**config.mk**
```make
export PLATFORM = sky130hd
export DESIGN_NAME = codec_slave
export DESIGN_NICKNAME = d
export VERILOG_FILES = /design/src/rtl/codec_slave.sv
export SDC_FILE = /design/constraint.sdc
export NUM_CORES = 1
export LEC_CHECK = 0
export ABC_AREA = 1
export CAP_MARGIN = 20
export CORE_ASPECT_RATIO = 1.4
export CORE_MARGIN = 2
export CORE_UTILIZATION = 46
export CTS_CLUSTER_SIZE = 28
export DETAILED_ROUTE_END_ITERATION = 10
export PLACE_DENSITY = 0.75
export SETUP_SLACK_MARGIN = 0.5
export SLEW_MARGIN = 20
export SYNTH_ARGS = -nofsm -noshare
export SYNTH_HDL_FRONTEND = slang
export SYNTH_SLANG_ARGS = --single-unit
```
**constraint.sdc**
```tcl
create_clock -name clk -period 1.7 [get_ports clk]
set_clock_uncertainty 0.2 [all_clocks]
set_input_delay 0.17 -clock clk [delete_from_list [all_inputs] [get_ports clk]]
set_output_delay 0.17 -clock clk [all_outputs]
set_load 0.005 [all_outputs]
```
**src/rtl/codec_slave.sv**
```systemverilog
// Codec-side endpoint of the serial audio link: deserializes DAC words from SDin,
// serializes ADC words onto SDout, all timed from link clock edges sampled on clk.
module codec_slave #(
    parameter int WIDTH = 16
) (
    input  logic                    clk,
    input  logic                    rst_n,
    input  logic                    RSTn,
    input  logic                    LRCLK,
    input  logic                    SCLK,
    input  logic                    MCLK,
    input  logic                    SDin,
    output logic                    SDout,
    input  logic signed [WIDTH-1:0] adc_lft,
    input  logic signed [WIDTH-1:0] adc_rht,
    output logic                    adc_req,
    output logic signed [WIDTH-1:0] dac_lft,
    output logic signed [WIDTH-1:0] dac_rht,
    output logic                    dac_valid,
    output logic                    frame_err,
    output logic                    mclk_ok
);

    localparam int CW = $clog2(WIDTH + 2);

    typedef enum logic [1:0] {
        IDLE,
        SYNC,
        RUN
    } state_t;

    state_t            state_reg;
    state_t            state_next;

    logic              lr_q;
    logic              sclk_q;
    logic              mclk_q;
    logic              lr_rise;
    logic              lr_fall;
    logic              sclk_rise;
    logic              sclk_fall;

    logic [WIDTH-1:0]  rx_shift_reg;
    logic [WIDTH-1:0]  tx_shift_reg;
    logic [WIDTH-1:0]  rht_hold_reg;
    logic [CW-1:0]     bit_cnt_reg;
    logic [2:0]        mclk_cnt_reg;

    always_ff @(posedge clk or negedge rst_n) begin
        if (!rst_n) begin
            lr_q   <= 1'b0;
            sclk_q <= 1'b0;
            mclk_q <= 1'b0;
        end else begin
            lr_q   <= LRCLK;
            sclk_q <= SCLK;
            mclk_q <= MCLK;
        end
    end

    assign lr_rise   =  LRCLK & ~lr_q;
    assign lr_fall   = ~LRCLK &  lr_q;
    assign sclk_rise =  SCLK  & ~sclk_q;
    assign sclk_fall = ~SCLK  &  sclk_q;

    always_ff @(posedge clk or negedge rst_n) begin
        if (!rst_n) begin
            state_reg <= IDLE;
        end else begin
            state_reg <= state_next;
        end
    end

    always_comb begin
        state_next = state_reg;
        case (state_reg)
            IDLE:    state_next = SYNC;
            SYNC:    if (lr_rise) state_next = RUN;
            RUN:     state_next = RUN;
            default: state_next = IDLE;
        endcase
        if (!RSTn) begin
            state_next = IDLE;
        end
    end

    always_ff @(posedge clk or negedge rst_n) begin
        if (!rst_n) begin
            rx_shift_reg <= '0;
            tx_shift_reg <= '0;
            rht_hold_reg <= '0;
            bit_cnt_reg  <= '0;
            dac_lft      <= '0;
            dac_rht      <= '0;
            dac_valid    <= 1'b0;
            adc_req      <= 1'b0;
            frame_err    <= 1'b0;
        end else begin
            dac_valid <= 1'b0;
            adc_req   <= 1'b0;
            if (!RSTn || state_reg == IDLE) begin
                rx_shift_reg <= '0;
                tx_shift_reg <= '0;
                rht_hold_reg <= '0;
                bit_cnt_reg  <= '0;
                if (!RSTn) begin
                    frame_err <= 1'b0;
                end
            end else if (state_reg == SYNC) begin
                // First frame boundary: only the transmit side is primed; the partial frame is discarded.
                if (lr_rise) begin
                    tx_shift_reg <= adc_lft;
                    rht_hold_reg <= adc_rht;
                    adc_req      <= 1'b1;
                    bit_cnt_reg  <= '0;
                end
            end else begin
                if (lr_rise || lr_fall) begin
                    // LRCLK edge wins over a coincident SCLK edge; rx latch uses the pre-edge shifter.
                    if (bit_cnt_reg != CW'(WIDTH)) begin
                        frame_err <= 1'b1;
                    end
                    bit_cnt_reg <= '0;
                    if (lr_rise) begin
                        dac_rht      <= rx_shift_reg;
                        dac_valid    <= 1'b1;
                        tx_shift_reg <= adc_lft;
                        rht_hold_reg <= adc_rht;
                        adc_req      <= 1'b1;
                    end else begin
                        dac_lft      <= rx_shift_reg;
                        tx_shift_reg <= rht_hold_reg;
                    end
                end else begin
                    if (sclk_rise) begin
                        rx_shift_reg <= {rx_shift_reg[WIDTH-2:0], SDin};
                        if (bit_cnt_reg != CW'(WIDTH + 1)) begin
                            bit_cnt_reg <= bit_cnt_reg + 1'b1;
                        end
                    end
                    if (sclk_fall) begin
                        tx_shift_reg <= {tx_shift_reg[WIDTH-2:0], 1'b0};
                    end
                end
            end
        end
    end

    // Counter rests at 7 out of reset so mclk_ok starts low until MCLK is seen moving.
    always_ff @(posedge clk or negedge rst_n) begin
        if (!rst_n) begin
            mclk_cnt_reg <= 3'd7;
        end else if (MCLK != mclk_q) begin
            mclk_cnt_reg <= 3'd0;
        end else if (mclk_cnt_reg != 3'd7) begin
            mclk_cnt_reg <= mclk_cnt_reg + 3'd1;
        end
    end

    assign mclk_ok = (mclk_cnt_reg != 3'd7) && RSTn;
    assign SDout   = tx_shift_reg[WIDTH-1];

endmodule

```
==> results of run 1 <==
synthesized netlist by cell type (4+ instances only):
cell type  instances
buf_4              4
nor2_4             6
clkbuf_1           8
o21ai_0           73
o22ai_1           15
o21bai_1           5
buf_2              6
inv_1             53
o21ai_1           10
nand3_1           28
a21oi_1           17
nand2_1          116
nor2_1             9
dfrtp_1           93
ha_1              11
cell families after synthesis:
kind of cell | Yosys count
xor+xnor | 2
mux | 2
flops | 96
buf+inv | 76
fa+ha+maj | 11
simple gates | 168
compound gates | 122
where the power goes:
| part | leakage (nW) | internal [mW] | total, mW | switching [mW] |
|---|---|---|---|---|
| combinational | 1.97 | 1.37 | 2.86 | 1.50 |
| clock | 0.141 | 1.19 | 2.07 | 0.880 |
| sequential | 1.31 | 2.48 | 2.61 | 0.131 |
| total | 3.43 | 5.03 | 7.54 | 2.51 |
worst max-delay path by stage:
stage,start,endpoint,cells after the start
floorplan,lr_q,tx_shift_reg[12],10
global route,lr_q,bit_cnt_reg[3],9
detailed placement,LRCLK,tx_shift_reg[7],10
global placement,LRCLK,tx_shift_reg[15],10
CTS,lr_q,tx_shift_reg[7],10
finish,lr_q,tx_shift_reg[12],10
critical path, stage by stage, from the launching register on:
cell and delay (ns):
dfrtp_1 0.41, ha_4 0.30, inv_6 0.04, nor2_4 0.16, buf_6 0.12, nand3_4 0.07, nand2_4 0.14, nor2_4 0.06
buf_6 0.14, nand2_1 0.07, nand2_1 0.06
through the flow:
stage               total power [mW]  hold WS (ns)
detailed placement             4.298      -0.05789
global route                   7.808        0.1497
CTS                            7.053        0.1263
floorplan                      3.628       -0.3256
global placement               4.244      -0.06161
finish                         7.540        0.1078
per-layer routing:
metal  GRT usage, %  up-vias  part of all wire (%)
met5              0        -                     0
met4          12.80        0                   4.6
met3          3.841       58                   5.5
met2          48.73      243                    55
met1          30.94     2114                    35
li1               -     1935                     -
timing repair:
item / CTS / global route
hold endpoints to repair: 96 / 0
endpoints found under the setup margin: 130 / 129
pin swaps: 15 / 27
gates resized for setup: 275 / 79
setup buffers: 56 / 17
hold buffers: 1 / 0
cloned: 10 / 1
layout make-up:
cell class / count / area share (%)
inverter: 56 / 3.167
sequential: 96 / 33.84
clock inverter: 2 / 0.5455
multi-input combinational: 306 / 30.99
clock buffer: 14 / 3.572
tap: 107 / 1.883
timing repair buffer: 191 / 26.01
cell usage in the layout (no fill, tap or decap), types with 27 or more instances in the layout:
master	synthesis	layout
buf_2	6	36
nand2_1	116	64
buf_4	4	76
dfrtp_1	93	93
inv_1	53	47
nand2_4	0	31
o21ai_2	1	27
clkdlybuf4s50_1	0	37
o21ai_1	10	31
==> summary.txt, run 1 <==
Synth
  • Post-synth EDFFs: 0
  • Yosys top cell area share: 54.32%
  • Synth warn: 0
  • Syn avg cell area: 8.981 um2
  • Area leader, netlist: dfrtp_1
  • Seq cells post-synth: 96
  • Synth cell types: 29
  • Xor and xnor area share after synthesis: 0.4089%
  • Post-synthesis sequential area ratio: 56.16%
  • Post-Synthesis Cells: 477
  • Main combinational cell family by area after synthesis: simple AND/OR/NAND/NOR gates
  • Simple-Gate Fraction of Synth Area: 17.17%
  • Compound-gate portion of the synthesized area: 15.13%
  • FFs w/ async S/R, synth: 100.0%
  • Mux cell area share after synthesis: 0.5257%
  • Main synth FF type: dfrtp_1
  • Ranking of synthesized cells by area: dfrtp_1, nand2_1, o21ai_0, inv_1, nand3_1
  • Adder-Cell Fraction of Synth Area: 3.213%
  • Post-synthesis cell area: 4284 um2
  • Post-Syn Nets: 527

Power
  • Maximum vdd drop: 0.8220 mV
  • Power per cell area: 1060 nW/um2
  • Leak pwr: 3.430 nW

Critical path
  • CP Launch Type: register
  • Worst reg2reg setup slack: -0.18 ns
  • Setup crit end kind: register
  • FF-to-FF Start: lr_q
  • Crit path arrival time: 1.92 ns
  • Reg2reg end: tx_shift_reg[12]
  • Reg2Reg Depth: 10
  • Critical setup path kind: register to register
  • Critical-path maximum fanout: 6
  • Worst EP required: 1.73 ns

Layout
  • Area of the multi-input gates: 2203 um2
  • Antenna fix cells: 0
  • Final core utilization: 78.76%
  • Design area: 7111 um2
  • Syn-to-layout area delta: 65.98%
  • Layout cell share with drive strength beyond 1: 45.11%
  • Fill cell count: 505
  • Layout Cells excl Fill: 772
  • Register area: 2406 um2
  • Final net count: 710

Global routing
  • Antenna violations before repair: 0
  • First-pass GRT wire length: 21450 um
  • Largest net degree at the start of global routing: 41
  • Total grt overflow: 0
  • Vias in the first global route: 4310
  • All-layer global routing usage: 27.07%

Timing
  • Final Worst Setup Slack: -0.1846 ns
  • Worst slew margin: 71.54%
  • Min Tclk post-route: 1.885 ns
  • Max Clk Rate: 0.5306 GHz
  • Fin crit share: 110.9%
  • Setup-failing EPs final: 85
  • Slew Limit Fails: 0
  • Fin. Hold Viols: 0
  • Worst-Margin Slew: 0.4269 ns
  • Setup_tns: -8.785 ns
  • RSZ-0062 raised after global routing: yes

Clock tree
  • CTS root buffer: clkbuf_16
  • Clock slew at reported path FFs: 0.07 ns
  • Clk sinks: 96
  • Later-pin clock latency in the skew report: 0.35 ns
  • H-tree depth: 3
  • Clk buf depth: 2
  • CTS tree: yes
  • Clock buffers created by TritonCTS: 9

Floorplan
  • Initial Util: 47.45%
  • Die area: 10110 um2
  • Core area: 9029 um2
  • Core Rows: 41
  • Die H: 118.2 um
  • Die Wd: 85.56 um
  • IO Count: 76

Place
  • Placed inst area: 5503 um2
  • Routability cong.: 0.7881
  • Placement Setup Slack: -0.6116 ns
  • Port Buf Inserts: 75
  • Dpl hpwl: 6689 um
  • Cell count after placement: 671

Drt
  • Final wirelength: 15120 um
  • DR WL/cell: 19.58 um
  • Vias per cell: 5.635
  • ANT nets after route: 0
  • DRC: 0
  • Vias: 4350
  • Number of iterations in the first detailed-routing pass: 6
  • Detailed Route Iter0 Violations: 311

Flow run
  • Maxcap violations: 0

Hold path
  • Worst hold-check path type: primary input to asynchronous set/reset pin

Status
  • Status: complete, but fails checks
  • Failing checks: setup timing
Power figures use the tool's default switching activity.
==> run 2: changes to the inputs <==
--- a/config.mk
+++ b/config.mk
@@ -12,7 +12,7 @@
 export CORE_UTILIZATION = 46
 export CTS_CLUSTER_SIZE = 28
 export DETAILED_ROUTE_END_ITERATION = 10
-export PLACE_DENSITY = 0.75
+export PLACE_DENSITY = 0.74
 export SETUP_SLACK_MARGIN = 0.5
 export SLEW_MARGIN = 20
 export SYNTH_ARGS = -nofsm -noshare
==> run 2 against run 1 <==
The run still ends with setup timing left. Clock power is essentially flat. Die area is the same. Non-clock buffer count shrank 19. Via count shrank 5.4%. Register-to-register slack lost 0.02 ns. Critical endpoint is now dac_lft[15]. Combinational power shrank 3%. Sequential power is essentially flat. First-iteration DRC count grew 6.8%.
==> summary.txt, run 2 (synthesis results as in run 1) <==
Status
  • Status: complete, but fails checks
  • Failing checks: setup timing

Timing
  • Min Tclk post-route: 1.909 ns (+0.02413 ns)
  • Fin crit share: 112.3% (+1.4 points)
  • Worst-Margin Slew: 0.3612 ns (-0.06569 ns)
  • Setup_tns: -9.476 ns (-0.6908 ns)
  • Final Worst Setup Slack: -0.2087 ns (-0.02413 ns)
  • Slew Limit Fails: 0 (unchanged)
  • Setup-failing EPs final: 86 (+1.2%)
  • Worst slew margin: 75.92% (+4.4 points)
  • RSZ-0062 raised after global routing: yes
  • Max Clk Rate: 0.5239 GHz (-1.3%)
  • Fin. Hold Viols: 0 (unchanged)

Layout
  • Antenna fix cells: 0 (unchanged)
  • Commonest non-fill, non-tap cell in the layout: dfrtp_1
  • Final core utilization: 77.01% (-1.7 points)
  • Design area: 6953 um2 (-2.2%)
  • Syn-to-layout area delta: 62.30%
  • Most frequent cells in the layout: dfrtp_1, nand2_1, buf_4, inv_1, o21ai_2
  • Layout cell share with drive strength beyond 1: 46.20% (+1.1 points)
  • Final net count: 690 (-2.8%)

Critical path
  • Crit-path cells: inv_2 > buf_6 > ha_4 > inv_4 > nand2_4 > nor2_4 > nand2_4 > buf_12 > buf_16 > o21ai_2
  • Critical-path top delay cell: dfrtp_1
  • CP Launch Type: register
  • Slowest Stage Delay on Critical Path: 0.34 ns (-0.07 ns)
  • Crit path arrival time: 1.96 ns (+0.04 ns)
  • Reg2Reg Depth: 10 (unchanged)
  • Reg2reg end: dac_lft[15]
  • Setup crit end kind: register
  • Crit path from: state_reg[1]
  • Critical-path maximum fanout: 8 (+2)
  • Worst reg2reg setup slack: -0.21 ns (-0.02 ns)
  • Most Frequent Cell on Critical Path: nand2_4
  • Worst Setup EP: dac_lft[15]
  • Worst EP required: 1.75 ns (+0.02 ns)
  • Critical setup path kind: register to register
  • FF-to-FF Start: state_reg[1]

Global routing
  • Largest net degree at the start of global routing: 39 (-4.9%)
  • Vias in the first global route: 4014 (-6.9%)
  • First-pass GRT wire length: 19280 um (-10%)
  • Total grt overflow: 0 (unchanged)
  • Antenna violations before repair: 0 (unchanged)
  • All-layer global routing usage: 24.01% (-3.1 points)

Place
  • Placement Setup Slack: -0.6476 ns (-0.03592 ns)
  • Port Buf Inserts: 75 (unchanged)
  • Dpl hpwl: 6890 um (+3.0%)
  • Placed inst area: 5500 um2 (about the same)
  • Routability cong.: 0.8018 (+1.7%)

Floorplan
  • IO Count: 76 (unchanged)
  • Die H: 118.2 um (unchanged)
  • Initial Util: 47.45% (unchanged)
  • Core area: 9029 um2 (unchanged)
  • Core Rows: 41 (unchanged)
  • Die Wd: 85.56 um (unchanged)
  • Die area: 10110 um2 (unchanged)

Drt
  • DRC: 0 (unchanged)
  • Vias: 4115 (-5.4%)
  • Detailed Route Iter0 Violations: 332 (+6.8%)
  • Final wirelength: 13660 um (-9.6%)
  • DR WL/cell: 18.17 um (-7.2%)
  • ANT nets after route: 0 (unchanged)
  • Vias per cell: 5.472 (-2.9%)
  • Number of iterations in the first detailed-routing pass: 7 (+1)

Clock tree
  • Clock buffers created by TritonCTS: 9 (unchanged)
  • CTS tree: yes
  • Clock slew at reported path FFs: 0.07 ns (about the same)
  • CTS root buffer: clkbuf_16
  • Clk buf depth: 2 (unchanged)
  • Clk sinks: 96 (unchanged)
  • H-tree depth: 3 (unchanged)
  • Later-pin clock latency in the skew report: 0.34 ns (about the same)

Power
  • Maximum vdd drop: 0.7373 mV (-10%)
  • Power Total: 7.431 mW (-1.4%)
  • Power per cell area: 1069 nW/um2 (+0.80%)
  • Leak pwr: 3.352 nW (-2.3%)

Hold path
  • Worst hold-check path type: primary input to asynchronous set/reset pin

Flow run
  • Maxcap violations: 0 (unchanged)
## run 2: critical path, delay by kind of cell, from the launching register on
kind / cells / cell delay (ns)
adder cells (fa/ha/maj): 1 / 0.17
AND/OR/NAND/NOR: 3 / 0.38
AO/OA/AOI/OAI: 1 / 0.19
buffers and inverters: 5 / 0.53
flip-flops: 1 / 0.34
## run 2: final cells by class
cell class,instances,area [um2]
Sequential cell,96,2406
Tap cell,107,133.9
Fill cell,563,2076
Clock buffer,10,229.0
Clock inverter,6,67.56
Inverter,56,225.2
Timing Repair Buffer,172,1674
Multi-Input combinational cell,305,2217
## run 2: per-layer routing
metal,GRT usage [%],up-vias,wire [um]
li1,-,1886,-
met4,8.532,0,454
met3,3.980,33,539
met5,0,-,0
met1,28.84,2045,5035
met2,42.72,151,7633
## run 2: worst min-delay path by stage
stage | slack, ns | end | cells past startpoint | start
after floorplan | -0.33 | adc_req | 0 | rst_n
after global placement | -0.1 | dac_lft[3] | 1 | rst_n
after detailed placement | -0.09 | dac_lft[3] | 1 | rst_n
after CTS | 0.09 | dac_lft[3] | 2 | rst_n
after global routing | 0.12 | dac_lft[3] | 2 | rst_n
final | 0.09 | dac_lft[3] | 2 | rst_n
## run 2: report_power, final
part	internal (mW)	switching, mW
clock network	1.15	0.895
logic	1.30	1.48
registers	2.48	0.129
## run 2: metrics by stage
step | cells | hold slack, ns
finish | 752 | 0.08879
global route | 752 | 0.1173
CTS | 723 | 0.09143
detailed placement | 669 | -0.09093
global placement | 669 | -0.09731
floorplan | 477 | -0.3256
## run 2: repair_timing
action	CTS	global route
pin swaps	15	5
setup buffers	31	26
hold buffers	2	0
endpoints found under the setup margin	130	130
resized for setup	221	142
gates cloned	5	3
hold endpoints to repair	97	0
==> run 3: changes to the inputs <==
--- a/config.mk
+++ b/config.mk
@@ -10,10 +10,11 @@
 export CORE_ASPECT_RATIO = 1.4
 export CORE_MARGIN = 2
 export CORE_UTILIZATION = 46
+export CTS_CLUSTER_DIAMETER = 150
 export CTS_CLUSTER_SIZE = 28
 export DETAILED_ROUTE_END_ITERATION = 10
 export PLACE_DENSITY = 0.74
-export SETUP_SLACK_MARGIN = 0.5
+export SETUP_SLACK_MARGIN = 0.05
 export SLEW_MARGIN = 20
 export SYNTH_ARGS = -nofsm -noshare
 export SYNTH_HDL_FRONTEND = slang
==> run 3 against run 2 <==
The run still ends with setup timing left. Combinational power hardly changed. Fmax is 1.3% higher. First-iteration DRC count is 28% lower. Clock power hardly changed. Critical path type unchanged. Register-to-register slack better by 0.02 ns. Core utilization is 0.33 points higher. Design area is 0.43% higher. Highest routed layer unchanged.
==> summary.txt, run 3 (synthesis results as in run 1) <==
Layout
  • Layout cell share with drive strength beyond 1: 37.05% (-9.2 points)
  • Most frequent cells in the layout: dfrtp_1, nand2_1, clkdlybuf4s50_1, inv_1, o21ai_2
  • Final net count: 655 (-5.1%)
  • Fill cell count: 531 (-5.7%)
  • Syn-to-layout area delta: 63.00%
  • Commonest non-fill, non-tap cell in the layout: dfrtp_1
  • Antenna fix cells: 0 (unchanged)
  • Design area: 6983 um2 (+0.43%)
  • Layout Cells excl Fill: 717 (-4.7%)

Floorplan
  • Die area: 10110 um2 (unchanged)
  • Core area: 9029 um2 (unchanged)
  • Initial Util: 47.45% (unchanged)
  • Die H: 118.2 um (unchanged)
  • Die Wd: 85.56 um (unchanged)
  • Core Rows: 41 (unchanged)
  • IO Count: 76 (unchanged)

Power
  • Maximum vdd drop: 0.7294 mV (-1.1%)
  • Power per cell area: 1069 nW/um2 (about the same)
  • Internal: 4.937 mW (+0.23%)
  • Comb pwr share: 37.2% (-0.3 points)
  • P_sw: 2.529 mW (+0.92%)
  • Flop pwr share: 35.1% (about the same)
  • Clock group share of total power: 27.7% (+0.2 points)
  • Switch share: 33.88% (+0.15 points)
  • Leak pwr: 3.418 nW (+2.0%)

Place
  • Placed inst area: 5458 um2 (-0.77%)
  • Routability cong.: 0.8651 (+7.9%)
  • Port Buf Inserts: 75 (unchanged)
  • Dpl hpwl: 6740 um (-2.2%)
  • Cell count after placement: 670 (+0.15%)
  • Placement Setup Slack: -0.6338 ns (+0.01380 ns)

Drt
  • Vias: 4090 (-0.61%)
  • DRC: 0 (unchanged)
  • Detailed Route Iter0 Violations: 238 (-28%)
  • Final wirelength: 13680 um (+0.13%)
  • Number of iterations in the first detailed-routing pass: 5 (-2)
  • DR WL/cell: 19.08 um (+5.0%)
  • Vias per cell: 5.704 (+4.2%)
  • ANT nets after route: 0 (unchanged)

Timing
  • Hold Slack: 0.1090 ns (+0.02017 ns)
  • Fin. Hold Viols: 0 (unchanged)
  • Max Clk Rate: 0.5307 GHz (+1.3%)
  • Min Tclk post-route: 1.884 ns (-0.02435 ns)
  • Worst-Margin Slew: 0.4448 ns (+0.08353 ns)
  • Slew Limit Fails: 0 (unchanged)
  • Setup-failing EPs final: 86 (unchanged)
  • Final Worst Setup Slack: -0.1844 ns (+0.02435 ns)
  • RSZ-0062 raised after global routing: yes
  • Fin crit share: 110.8% (-1.4 points)
  • Worst slew margin: 70.35% (-5.6 points)

Clock tree
  • CTS tree: yes
  • Later-pin clock latency in the skew report: 0.35 ns (about the same)
  • Clock slew at reported path FFs: 0.07 ns (about the same)
  • Clk sinks: 96 (unchanged)
  • H-tree depth: 3 (unchanged)
  • Clock buffers created by TritonCTS: 9 (unchanged)
  • CTS root buffer: clkbuf_16
  • Clk buf depth: 2 (unchanged)

Critical path
  • Reg2Reg Depth: 10 (unchanged)
  • Critical-path maximum fanout: 5 (-3)
  • FF-to-FF Start: lr_q
  • CP Launch Type: register
  • Critical setup path kind: register to register
  • Crit path arrival time: 1.97 ns (about the same)
  • Setup crit end kind: register
  • Worst reg2reg setup slack: -0.18 ns (+0.02 ns)
  • Reg2reg end: tx_shift_reg[6]
  • Worst EP required: 1.79 ns (+0.04 ns)

Global routing
  • Antenna violations before repair: 0 (unchanged)
  • Vias in the first global route: 3967 (-1.2%)
  • All-layer global routing usage: 23.91% (-0.099 points)
  • Total grt overflow: 0 (unchanged)
  • M1 GR Usage: 26.68% (-2.2 points)
  • First-pass GRT wire length: 19200 um (-0.43%)
  • Largest net degree at the start of global routing: 36 (-7.7%)
  • Gr busiest metal: met2
  • Met3 Resource Use GR: 3.631% (-0.35 points)
  • M2 GR Usage: 43.95% (+1.2 points)

Hold path
  • Worst hold-check path type: primary input to asynchronous set/reset pin

Flow run
  • Maxcap violations: 0 (unchanged)

Status
  • Failing checks: setup timing
  • Status: complete, but fails checks
[run 3: changes by cell type in the layout (fill, tap and decap cells not counted), sizes merged]
cell           previous run  this run
clkinv                    2         4
buf                     130        57
inv                      57        56
clkbuf                   13        15
dlymetal6s2s              0        16
dlygate4sd2               1         0
dlygate4sd3               2         1
clkdlybuf4s50            36        57
[run 3: layout make-up]
class                           count  area (um2)  share of cell area, %
Sequential cell                    96        2406                  34.46
Timing Repair inverter              1       7.507                 0.1075
Clock inverter                      6       68.82                 0.9855
Timing Repair Buffer              136        1662                  23.79
Clock buffer                       10       229.0                  3.279
Multi-Input combinational cell    305        2255                  32.29
Tap cell                          107       133.9                  1.917
Inverter                           56       221.5                  3.171
[run 3: through the flow]
step	power (mW)	TNS, ns	util (%)
after floorplan	3.588	-3.835	-
after global placement	4.187	-27.54	60.45
after detailed placement	4.237	-30.34	60.45
after CTS	6.818	-3.973	69.97
after global routing	7.736	-14.15	77.34
final	7.466	-10.52	77.34
[run 3: worst max path at each step]
stage                from               end  slack (ns)  depth (start not counted)
finish               lr_q   tx_shift_reg[6]       -0.18                         10
global route         lr_q   tx_shift_reg[6]       -0.27                         10
CTS                  lr_q   tx_shift_reg[9]        -0.1                         10
detailed placement  LRCLK   rht_hold_reg[0]       -0.63                          8
global placement    LRCLK   rht_hold_reg[3]       -0.57                          8
floorplan            lr_q  tx_shift_reg[12]       -0.16                         10
[run 3: timing repair]
item                       in CTS  in global routing
setup endpoints to repair      87                 97
resized for setup             110                144
hold buffers                    1                  0
pin swaps                      25                 37
hold endpoints to repair       96                  0
gates cloned                    5                  6
buffers inserted               13                 10
[run 3: worst max-delay path, cell delays in order, from the launching register on]
cell and delay, ns:
dfrtp_1 0.42, ha_4 0.31, inv_6 0.04, nor2_4 0.16
nand3_2 0.11, nand2_4 0.12, buf_12 0.12, buf_12 0.10
buf_12 0.12, nand2_1 0.06, nand2_1 0.05
[run 3: power by group through the flow]
stage	logic [mW]	registers, mW	clock network, mW
2_1_floorplan	0.993	2.60	0
3_3_place_gp	1.57	2.61	0
3_5_place_dp	1.62	2.62	0
4_1_cts	2.18	2.59	2.05
5_1_grt	2.95	2.63	2.16
6_report	2.78	2.62	2.07
[run 3: routing by layer]
layer | vias to the layer above | part of all wire (%)
li1 | 1819 | -
met1 | 2042 | 36
met2 | 182 | 54
met3 | 47 | 5.1
met4 | 0 | 4.0
met5 | - | 0
